File: src/rtl/payload_engine_pkg.sv
// payload_engine_pkg: class count, class-definition table, class indices and decoder FSM states
package payload_engine_pkg;

    localparam int NUM_CLASSES = 66;

    localparam int CLS_LOWER  = 0;
    localparam int CLS_UPPER  = 26;
    localparam int CLS_DIGIT0 = 52;
    localparam int CLS_QMARK  = 62;
    localparam int CLS_EQUALS = 63;
    localparam int CLS_DIGIT  = 64;
    localparam int CLS_ANY    = 65;

    typedef enum logic [1:0] {IDLE, SOD, BYTES, EOD} state_t;

    function automatic logic [255:0] class_mask(input int c);
        logic [255:0] m;
        m = '0;
        if (c < CLS_UPPER) m[8'(8'h61 + c - CLS_LOWER)] = 1'b1;
        else if (c < CLS_DIGIT0) m[8'(8'h41 + c - CLS_UPPER)] = 1'b1;
        else if (c < CLS_QMARK) m[8'(8'h30 + c - CLS_DIGIT0)] = 1'b1;
        else if (c == CLS_QMARK) m[8'h3f] = 1'b1;
        else if (c == CLS_EQUALS) m[8'h3d] = 1'b1;
        else if (c == CLS_DIGIT) m[8'h39:8'h30] = '1;
        else m = '1;
        return m;
    endfunction

    // lanes in use: everything below the first cleared keep bit
    function automatic logic [3:0] keep_len(input logic [7:0] k);
        logic [3:0] n;
        n = 4'd8;
        for (int i = 7; i >= 0; i--) if (!k[i]) n = 4'(i);
        return n;
    endfunction

endpackage

File: src/rtl/char_class_lut.sv
// char_class_lut: byte -> class membership vector; CHAR_DECODER_NOCASE_EN folds A-Z to a-z first
module char_class_lut import payload_engine_pkg::*; (
    input  logic [7:0]             ch,
    output logic [NUM_CLASSES-1:0] char_class
);

    logic [7:0] key;

`ifdef CHAR_DECODER_NOCASE_EN
    assign key = (ch >= 8'h41 && ch <= 8'h5a) ? (ch | 8'h20) : ch;
`else
    assign key = ch;
`endif

    genvar n;
    for (n = 0; n < NUM_CLASSES; n++) begin : g_cls
        localparam logic [255:0] MASK = class_mask(n);
        assign char_class[n] = MASK[key];
    end

endmodule

File: src/rtl/payload_char_decoder.sv
// payload_char_decoder: serializes 64-bit payload beats to bytes and decodes character classes
// Optional CHAR_DECODER_NOCASE_EN (inside char_class_lut) makes class lookup case-insensitive.
module payload_char_decoder import payload_engine_pkg::*; #(
    parameter int LEN_W = 16
) (
    input  logic                   clk,
    input  logic                   resetn,
    input  logic [63:0]            s_tdata,
    input  logic [7:0]             s_tkeep,
    input  logic                   s_tlast,
    input  logic                   s_tvalid,
    output logic                   s_tready,
    output logic [NUM_CLASSES-1:0] char_class,
    output logic                   en,
    output logic                   sod,
    output logic                   eod,
    output logic [LEN_W-1:0]       pkt_len
);

    state_t                 state, state_d;
    logic [63:0]            buf_data;
    logic [3:0]             buf_len, ptr, ptr_d;
    logic                   buf_last, hs, load, emit;
    logic [7:0]             ch;
    logic [NUM_CLASSES-1:0] cls;

    // ptr counts bytes of the buffered beat already emitted; ptr==buf_len means drained
    assign s_tready = resetn && (state == IDLE || (state == BYTES && !buf_last && ptr == buf_len));
    assign hs = s_tvalid && s_tready;

    always_comb begin
        state_d = state;
        ptr_d = ptr;
        load = 1'b0;
        emit = 1'b0;
        ch = buf_data[{ptr[2:0], 3'b000} +: 8];
        case (state)
            IDLE: begin
                load = hs;
                state_d = hs ? SOD : IDLE;
                ptr_d = 4'd0;
            end
            SOD: begin
                emit = buf_len != 4'd0;
                ptr_d = {3'b000, emit};
                state_d = (buf_len == 4'd0 && buf_last) ? EOD : BYTES;
            end
            BYTES: begin
                if (ptr != buf_len) begin
                    emit = 1'b1;
                    ptr_d = ptr + 4'd1;
                end else if (buf_last) begin
                    state_d = EOD;
                end else if (hs) begin
                    // refill straight from the bus so the stream has no bubble
                    load = 1'b1;
                    ch = s_tdata[7:0];
                    emit = keep_len(s_tkeep) != 4'd0;
                    ptr_d = {3'b000, emit};
                end
            end
            default: state_d = IDLE;
        endcase
    end

    char_class_lut u_lut (.ch(ch), .char_class(cls));

    always_ff @(posedge clk or negedge resetn) begin
        if (!resetn) begin
            state <= IDLE;
            ptr <= 4'd0;
            buf_data <= '0;
            buf_len <= 4'd0;
            buf_last <= 1'b0;
            char_class <= '0;
            en <= 1'b0;
            sod <= 1'b0;
            eod <= 1'b0;
            pkt_len <= '0;
        end else begin
            state <= state_d;
            ptr <= ptr_d;
            if (load) begin
                buf_data <= s_tdata;
                buf_len <= keep_len(s_tkeep);
                buf_last <= s_tlast;
            end
            en <= emit;
            char_class <= emit ? cls : '0;
            sod <= state_d == SOD;
            eod <= state_d == EOD;
            if (state_d == SOD) pkt_len <= '0;
            else if (emit && pkt_len != '1) pkt_len <= pkt_len + 1'b1;
        end
    end

endmodule
File: config.mk
export PLATFORM = sky130hd
export DESIGN_NAME = payload_char_decoder
export DESIGN_NICKNAME = d
export VERILOG_FILES = /design/src/rtl/payload_engine_pkg.sv /design/src/rtl/char_class_lut.sv /design/src/rtl/payload_char_decoder.sv
export SDC_FILE = /design/constraint.sdc
export NUM_CORES = 1
export LEC_CHECK = 0
export BUFFER_PORTS_ARGS = -buffer_cell sky130_fd_sc_hd__buf_4
export CORE_MARGIN = 2
export CORE_UTILIZATION = 24
export CTS_BUF_LIST = sky130_fd_sc_hd__clkbuf_16
export CTS_CLUSTER_DIAMETER = 60
export CTS_CLUSTER_SIZE = 10
export DETAILED_ROUTE_END_ITERATION = 6
export PLACE_DENSITY = 0.49
export SETUP_SLACK_MARGIN = 0.15
export SYNTH_ARGS = -nofsm -noshare
export SYNTH_HDL_FRONTEND = slang
export SYNTH_SLANG_ARGS = --single-unit
File: constraint.sdc
create_clock -name clk -period 2.6 [get_ports clk]
set_input_delay 0.39 -clock clk [delete_from_list [all_inputs] [get_ports clk]]
set_output_delay 0.39 -clock clk [all_outputs]
set_load 0.02 [all_outputs]
==> qor.txt <==
clk sink count: 159
# diodes: 0
xor/xnor cell area share of the yosys netlist: 0.467%
via count: 5,439
Post-synth EDFFs: 0
Fillers: 3,062
Synth cell types: 69
flops & latches, synth: 159
total CTS buffers: 17
H-tree Lvls: 4
worst slew pin tran: 0.843 ns
non-filler cells, final: 1,197
placed cell area: 0.00935 sq mm
I/O Buffers: 161
Power Density: 1010 mW/mm^2
vias in the first global route: 5,544
CP Class: reg2reg
largest net degree at the start of global routing: 161
Pre-antenna DRT Iters: 4
initial antenna violation count: 0
Power Total: 10.4 mW
GR Util met2: 17.9%
routed wire length per instance: 17.6 microns
met1 global-route usage: 19.8%
achievable frequency: 416 MHz
maximum VDD drop: 456 uV
Async S/R FF share, synth: 100%
max_slew headroom: 43.8%
mux cell area share after synthesis: 17.5%
Mapped Area: 0.00750 sq mm
Cells after DPL: 1,155
worst-case clock buffer depth: 2
Die ar.: 0.0327 sq mm
syn_nets: 683
Synth Flop Type: dfrtp_1
first-pass GRT wire length: 32,800 microns
core area: 0.0307 sq mm
post-route minimum period: 2.40 ns
Remaining DRCs: 0
hpwl dp: 15,100 microns
setup TNS: 0 ns
synth warn: 0
sequential share of the synthesized area: 53.0%
status: completed
RSZ-0062 raised after global routing: yes
final hold vios: 0
Routability Congestion: 0.786
cts hold-fix bufs: 0
Min-Delay Path Class: in2async
GR Layer Usage met3: 3.39%
First DRT Iteration DRCs: 304
Root Driver: clkbuf_16
Die Ht: 181 microns
Final setup violation count: 0
share of post-route cells with drive strength above 1: 46.2%
Arr. time, crit path: 2.76 ns
largest family of logic cells by synthesized area: multiplexers
num ports: 162
gr busiest metal: met1
register-to-register setup slack: 0.20 ns
design area: 0.0102 sq mm
Simple-Gate Fraction of Synth Area: 14.3%
Final Skew: 0.0118 ns
Critical Path Start Type: flop
kind of end point of the critical path: flop
Routed WL: 21,100 microns
routed vias/inst: 4.54
CTS tree: yes
Slew Limit Fails: 0
compound-cell area share of the yosys netlist: 9.74%
Leak Pwr: 4.44 nW
adder-cell share of the synthesized area: 1.17%
max-cap violations: 0
GRT Total Usage: 13.0%
fin nets: 871
Synth Instances: 600
FP Rows: 64
grt ovf: 0
fin crit share: 92.4%
worst endpoint required time: 2.95 ns
CP Max Fanout: 7
Routed Antenna Nets: 0
initial core utilization: 24.5%
mean post-synth cell area: 12.5 sq um
clk_lat worst skew: 0.43 ns
clock slew at reported path FFs: 0.07 ns
P&R area growth vs syn: 36.6%
width of the die: 181 microns
[cell type report]
type	count	area [sq um]	area share (%)
clock inverters	15	220	2.15
well taps	396	495	4.84
inverters	14	52.6	0.513
repair buffers	206	1730	16.8
clock buffers	17	425	4.15
multi-input cells	390	3350	32.7
flip-flops and latches	159	3980	38.8
[registers in the layout, indices dropped and copies added (netlist names)]
| signal | cells |
|---|---|
| char_class | 66 |
| sod | 1 |
| buf_len | 4 |
| buf_last | 1 |
| eod | 1 |
| ptr | 4 |
| state | 2 |
| pkt_len | 16 |
| buf_data | 64 |
[worst max-delay path, stage by stage, from the launching register on]
cell	delay (ns)
dfrtp_2	0.43
buf_12	0.17
mux4_2	0.52
mux2_4	0.32
a211oi_4	0.28
buf_4	0.17
o221ai_4	0.14
clkbuf_16	0.20
nor2_1	0.09
[synth_stat cells (all sizes together), types with 6 or more instances]
| master | count | share of area [%] |
|---|---|---|
| nor2 | 62 | 3.2 |
| a21oi | 14 | 0.93 |
| mux4 | 16 | 5.4 |
| nand2 | 23 | 1.2 |
| nand4 | 7 | 0.58 |
| nor2b | 8 | 0.67 |
| buf | 28 | 2.6 |
| nand3 | 19 | 1.3 |
| a31oi | 14 | 2.2 |
| inv | 14 | 0.70 |
| nor3 | 28 | 2.5 |
| or4 | 9 | 0.90 |
| o31ai | 10 | 1.0 |
| nand3b | 6 | 0.60 |
| o21ai | 16 | 1.3 |
| mux2 | 74 | 11 |
| ha | 7 | 1.2 |
| dfrtp | 159 | 53 |
| clkbuf | 9 | 0.45 |
| mux2i | 7 | 0.98 |
[layer usage]
layer,wire length [microns],vias to the layer above
met1,10600,2653
met4,233,0
li1,-,2595
met2,9010,171
met5,0,-
met3,1270,20
[per-stage QoR]
step                      util, %  setup slack (ns)  hold WS (ns)
after floorplan                 -             0.321        0.0944
after global routing         33.4             0.119         0.169
after CTS                    32.7             0.159         0.168
after global placement       30.5             0.218         0.481
after detailed placement     30.5             0.207         0.487
final                        33.4             0.198         0.169
[timing repair]
action | in CTS | in global routing
resized for setup | 3 | 28
setup endpoints to repair | 1 | 60
pin swaps | 0 | 5
setup buffers | 0 | 6
cloned | 0 | 4
[cells in the final DEF, fill, tap and decap left out, types with 10 or more instances in the layout]
master and count:
a21oi_1 14, buf_4 188, clkbuf_16 20, dfrtp_1 158
inv_1 12, mux2_2 73, mux4_1 10, nand2_1 22
nand3_1 19, nor2_1 58, nor3_1 18, nor3_2 10
o21ai_0 13, o31ai_1 10
[cell families after synthesis]
kind of cell / after synthesis
XOR/XNOR: 4
buffers and inverters: 51
multiplexers: 97
AND/OR/NAND/NOR: 195
flip-flops: 159
AO/OA/AOI/OAI: 87
adder cells (fa/ha/maj): 7
[power breakdown]
part,total (mW),leakage (nW),internal [mW],switching [mW]
sequential,3.44,2.07,3.08,0.357
clock,2.76,0.319,1.65,1.12
combinational,4.16,2.05,1.99,2.17
total,10.4,4.44,6.72,3.64
[path summary, 6_finish.rpt]
| check | to | startpoint | cells past startpoint |
|---|---|---|---|
| setup / recovery | char_class[3] | ptr[0] | 8 |
| hold / removal | buf_data[7] | resetn | 2 |
| setup reg to reg | char_class[3] | ptr[0] | 8 |
| hold reg to reg | buf_data[9] | buf_data[9] | 1 |
| max in group asynchronous | char_class[35] | resetn | 2 |
| min in group clk | buf_data[44] | s_tdata[44] | 2 |
Power figures use the tool's default switching activity.
